### src/rtl/bcd_countdown_timer.sv
// bcd_countdown_timer: loadable 5-digit BCD countdown (xx.xxx s, 1 ms steps)
// with pause gating and a one-cycle timeout pulse on reaching 00.000.
module bcd_countdown_timer #(
    parameter int TICKS_PER_MS = 50000,
    parameter int PRESC_W      = 16
) (
    input  logic        CLK,
    input  logic        RST,
    input  logic        loadTime,
    input  logic [19:0] startValue,
    input  logic        countEn,
    output logic [19:0] timeLeft,
    output logic        running,
    output logic        timeout
);
    typedef enum logic [1:0] {IDLE, RUN, DONE} state_t;

    state_t             state, stateNext;
    logic [PRESC_W-1:0] presc, prescNext;
    logic [19:0]        timeNext, clamped, decremented;
    logic               timeoutNext, tick, borrow;

    for (genvar g = 0; g < 5; g++) begin : g_clamp
        assign clamped[4*g +: 4] = (startValue[4*g +: 4] > 4'd9) ? 4'd9 : startValue[4*g +: 4];
    end

    // Ripple borrow: a zero digit wraps to 9 and passes the borrow upward.
    always_comb begin
        decremented = timeLeft;
        borrow      = 1'b1;
        for (int i = 0; i < 5; i++) begin
            if (borrow) begin
                if (timeLeft[4*i +: 4] == 4'd0) begin
                    decremented[4*i +: 4] = 4'd9;
                end else begin
                    decremented[4*i +: 4] = timeLeft[4*i +: 4] - 4'd1;
                    borrow                = 1'b0;
                end
            end
        end
    end

    assign tick    = (state == RUN) && countEn && (presc == PRESC_W'(TICKS_PER_MS - 1));
    assign running = (state == RUN);

    always_comb begin
        stateNext   = state;
        timeNext    = timeLeft;
        prescNext   = presc;
        timeoutNext = 1'b0;
        if (loadTime) begin
            timeNext    = clamped;
            prescNext   = '0;
            stateNext   = (clamped != 20'h0) ? RUN : DONE;
            timeoutNext = (clamped == 20'h0);
        end else if (state == RUN && countEn) begin
            prescNext = tick ? '0 : presc + PRESC_W'(1);
            if (tick) begin
                timeNext = decremented;
                if (decremented == 20'h0) begin
                    stateNext   = DONE;
                    timeoutNext = 1'b1;
                end
            end
        end
    end

    always_ff @(posedge CLK) begin
        if (RST) begin
            state    <= IDLE;
            timeLeft <= 20'h0;
            presc    <= '0;
            timeout  <= 1'b0;
        end else begin
            state    <= stateNext;
            timeLeft <= timeNext;
            presc    <= prescNext;
            timeout  <= timeoutNext;
        end
    end
endmodule

### config.mk
export PLATFORM = sky130hd
export DESIGN_NAME = bcd_countdown_timer
export DESIGN_NICKNAME = d
export VERILOG_FILES = /design/src/rtl/bcd_countdown_timer.sv
export SDC_FILE = /design/constraint.sdc
export NUM_CORES = 1
export LEC_CHECK = 0
export CAP_MARGIN = 30
export CORE_MARGIN = 1
export CORE_UTILIZATION = 35
export DETAILED_ROUTE_END_ITERATION = 7
export SYNTH_ARGS = -nofsm -noshare
export SYNTH_HDL_FRONTEND = slang
export SYNTH_SLANG_ARGS = --single-unit
### constraint.sdc
create_clock -name CLK -period 3.6 [get_ports CLK]
set_clock_uncertainty 0.15 [all_clocks]
set_input_delay 1.08 -clock CLK [delete_from_list [all_inputs] [get_ports CLK]]
set_output_delay 1.08 -clock CLK [all_outputs]
set_load 0.05 [all_outputs]
==> results of run 1 <==
## cell type report
cell class,instances,area (sq um),area share
Clock buffer,6,82.58,0.02833
Clock inverter,2,35.03,0.01202
Inverter,10,37.54,0.01288
Multi-Input combinational cell,215,1405,0.4820
Sequential cell,39,780.7,0.2678
Tap cell,75,93.84,0.03219
Timing Repair Buffer,49,480.5,0.1648
## Yosys cell counts, types with 4 or more instances
cell type / instances
sky130_fd_sc_hd__nor3_1: 10
sky130_fd_sc_hd__nor2_1: 38
sky130_fd_sc_hd__nor2b_1: 4
sky130_fd_sc_hd__a211oi_1: 4
sky130_fd_sc_hd__o31a_1: 4
sky130_fd_sc_hd__mux2i_1: 7
sky130_fd_sc_hd__inv_1: 10
sky130_fd_sc_hd__xor2_1: 10
sky130_fd_sc_hd__nor4_1: 18
sky130_fd_sc_hd__a21oi_1: 9
sky130_fd_sc_hd__nand2_1: 21
sky130_fd_sc_hd__clkbuf_1: 9
sky130_fd_sc_hd__dfxtp_1: 39
sky130_fd_sc_hd__nand4_1: 10
sky130_fd_sc_hd__xnor2_1: 9
sky130_fd_sc_hd__or3_1: 5
sky130_fd_sc_hd__or2_2: 5
sky130_fd_sc_hd__o21ai_0: 9
## cells by family after synthesis
kind of cell / Yosys count / synth area share
compound gates: 45 / 0.1410
xor+xnor: 19 / 0.07356
fa+ha+maj: 1 / 0.005530
buf+inv: 20 / 0.03374
flops: 39 / 0.3451
mux: 8 / 0.03595
simple gates: 142 / 0.3650
## through the flow
stage,total power [mW],hold slack [ns]
finish,1.055,0.3468
global route,1.106,0.3691
detailed placement,0.6836,0.3346
CTS,1.065,0.3456
global placement,0.6829,0.3309
floorplan,0.6004,0.3120
## report_power, final
group / internal [mW] / total (mW) / switching, mW
Clock: 0.224 / 0.381 / 0.157
Combinational: 0.0868 / 0.204 / 0.117
Sequential: 0.445 / 0.470 / 0.0245
Total: 0.757 / 1.06 / 0.298
## routing by layer
layer / vias to the layer above / track usage
li1: 1102 / -
met1: 1042 / 0.2662
met2: 65 / 0.3273
met3: 9 / 0.05055
met4: 0 / 0.06842
met5: - / 0
## worst paths after layout
| kind | start | cells past startpoint | endpoint | slack [ns] |
|---|---|---|---|---|
| max | countEn | 6 | timeLeft[18]$_SDFFE_PP0P_ | 0.48 |
| min | presc[1]$_SDFFE_PP0P_ | 2 | presc[1]$_SDFFE_PP0P_ | 0.35 |
| max reg2reg | timeLeft[14]$_SDFFE_PP0P_ | 5 | state[0]$_SDFFE_PP0P_ | 1.00 |
| min reg2reg | presc[1]$_SDFFE_PP0P_ | 2 | presc[1]$_SDFFE_PP0P_ | 0.35 |
## worst max-delay path, stage by stage
cell and delay, ns:
sky130_fd_sc_hd__clkdlybuf4s50_1 0.48, sky130_fd_sc_hd__and3b_1 0.22, sky130_fd_sc_hd__nand4_1 0.15, sky130_fd_sc_hd__or3_1 0.49
sky130_fd_sc_hd__or4_1 0.49, sky130_fd_sc_hd__a311oi_1 0.26
## flip-flops by register name, summed over array words and instances (netlist names)
name and cells:
timeLeft 20, presc 16, state 2, timeout 1
==> parameters.txt, run 1 <==
Parameter                              Value

Synth
  Post-Synthesis Cell Area ... 2262 sq um
  Primary flip-flop cell chosen by synthesis mapping ... sky130_fd_sc_hd__dfxtp_1
  Distinct cell type count of the synthesized netlist ... 55
  Syn Nets ... 299
  Register bit total from synthesis ... 39
  Yosys warnings ... 0
  Library cell occupying the most area in the post-synthesis netlist ... sky130_fd_sc_hd__dfxtp_1
  Async S/R FF share, synth ... 0
  Number of enable flip-flop cells after synthesis ... 0
  Number of cells produced by synthesis ... 274
  Per-instance average area after synthesis ... 8.256 sq um
  Proportion of netlist area held by the largest area contributor ... 0.3451
  Proportion of synthesized chip area in sequential cells ... 0.3451
  Dominant cells by area after synthesis ... sky130_fd_sc_hd__dfxtp_1, sky130_fd_sc_hd__nor2_1, sky130_fd_sc_hd__nor4_1

Die
  Core footprint ... around 6100 sq um
  # IOs ... 46
  Die Y ... about 80 um
  Die W ... 82.40 um
  Site row count ... 28
  Initial Utilization ... 0.3732
  DIE AREA ... 6789 sq um

Global routing
  Wire length of the first global-routing pass ... 10.27 mm
  Total global-route track usage ... 0.2042
  Initial antenna violation count ... 0
  Remaining Overflow, GRT ... 0
  Via count of the first global-routing pass ... 2033
  Largest net degree at the start of global routing ... 23

Worst setup path
  Peak fanout along the critical path ... 7
  Worst Path Class, Setup ... in2reg
  Required arrival time at the worst endpoint ... 3.65 ns
  Worst Path Arrival ... between 3 and 4 ns
  Kind of launch point of the worst setup path ... input port
  Element type at the critical path end ... register

STA
  Fin crit share ... 0.8670
  Hold violation total from the final report ... 0
  Setup-violating endpoint count in the final report ... 0
  Shortest clock period the worst path allows after layout ... roughly 3.1 ns
  Worst relative slew slack ... 0.5303
  Worst setup slack after layout ... 0.4788 ns
  Number of max-slew violations in the final report ... 0
  Maximum achievable frequency ... 0.3204 GHz
  Unrepaired setup endpoints after global routing ... false
  Final TNS setup ... 0 ns
  Transition time at the pin with the least slew margin ... 0.6868 ns

CTS
  CTS Root Buffer Type ... sky130_fd_sc_hd__clkbuf_8
  Maximum level of the CTS H-tree ... 2
  Number of clock sinks seen by CTS ... 39
  Buffer depth of the longest clock path ... 2
  CTS buffer count ... 5
  Clock latency on the worst-skew pair ... 0.29 ns
  TritonCTS clock tree ... built
  Clock transition at the registers of the reported paths ... 0.08 ns
  Cts-stage hold buffer count ... 0
  Cells resized by post-CTS repair ... 0
  Number of setup buffers added after CTS ... 0

Finish
  Most common cell after layout, fill and taps aside ... sky130_fd_sc_hd__clkdlybuf4s50_1
  Commonest cells after routing, fill and taps aside ... sky130_fd_sc_hd__clkdlybuf4s50_1, sky130_fd_sc_hd__dfxtp_1, sky130_fd_sc_hd__nor2_1, sky130_fd_sc_hd__nand2_1, sky130_fd_sc_hd__nor4_1
  Layout cells sized above 1 ... 0.09657
  Nets ... ~350
  Final std cell area, no fill ... between 2000 and 3000 sq um
  Filler Cells Inserted ... 618
  Layout area overhead ... 28.87%
  Utilization after layout ... 0.4810
  Non-filler instance count after layout ... 396
  Antenna fix cells ... 0

Power
  Power density normalized to cell area ... 361.9 nW/um^2
  Maximum ir drop on the vdd rail ... 157.3 uV
  Total leakage power ... 0.9643 nW

Routing
  Number of nets with antenna violations after detailed routing ... 0
  Count of vias placed by the detailed router ... about 2200
  Routed length on met3 ... 270 um
  Uppermost routed layer ... met4
  Routed Wire Length ... 6.279 mm
  Iter 0 DRT Violations ... between 100 and 150
  Number of DRC violations after detailed routing ... 0
  Met2 wire length ... 2.894 mm
  Wire length the detailed router placed on met1 ... 2.999 mm
  Number of search-and-repair iterations in the first detailed-routing pass ... 4
  Routed via count divided by cell count ... ~5.6
  Routed wire per std cell ... 15.86 um

Placed design
  Cell area reported after detailed placement ... about 2800 sq um
  Pre-CTS WS ... 0.1517 ns
  Post-detail-place hpwl ... 4.684 mm
  Quantity of I/O buffers inserted on ports ... 45
  # placed instances ... between 300 and 400
  GP Congestion ... 0.8523

Flow run
  Max-cap violations ... 0

Status
  Status ... complete, no violations

Min path
  Path category of the worst min-delay check ... reg2reg
No activity file was read; power rests on OpenSTA's default activity.
==> inputs of run 2 (changes only) <==
--- a/config.mk
+++ b/config.mk
@@ -9,6 +9,7 @@
 export CORE_MARGIN = 1
 export CORE_UTILIZATION = 35
 export DETAILED_ROUTE_END_ITERATION = 7
+export HOLD_SLACK_MARGIN = 0.08
 export SYNTH_ARGS = -nofsm -noshare
 export SYNTH_HDL_FRONTEND = slang
 export SYNTH_SLANG_ARGS = --single-unit
==> results of run 2 <==
No change in the layout: final DEF, timing and power equal those of run 1.
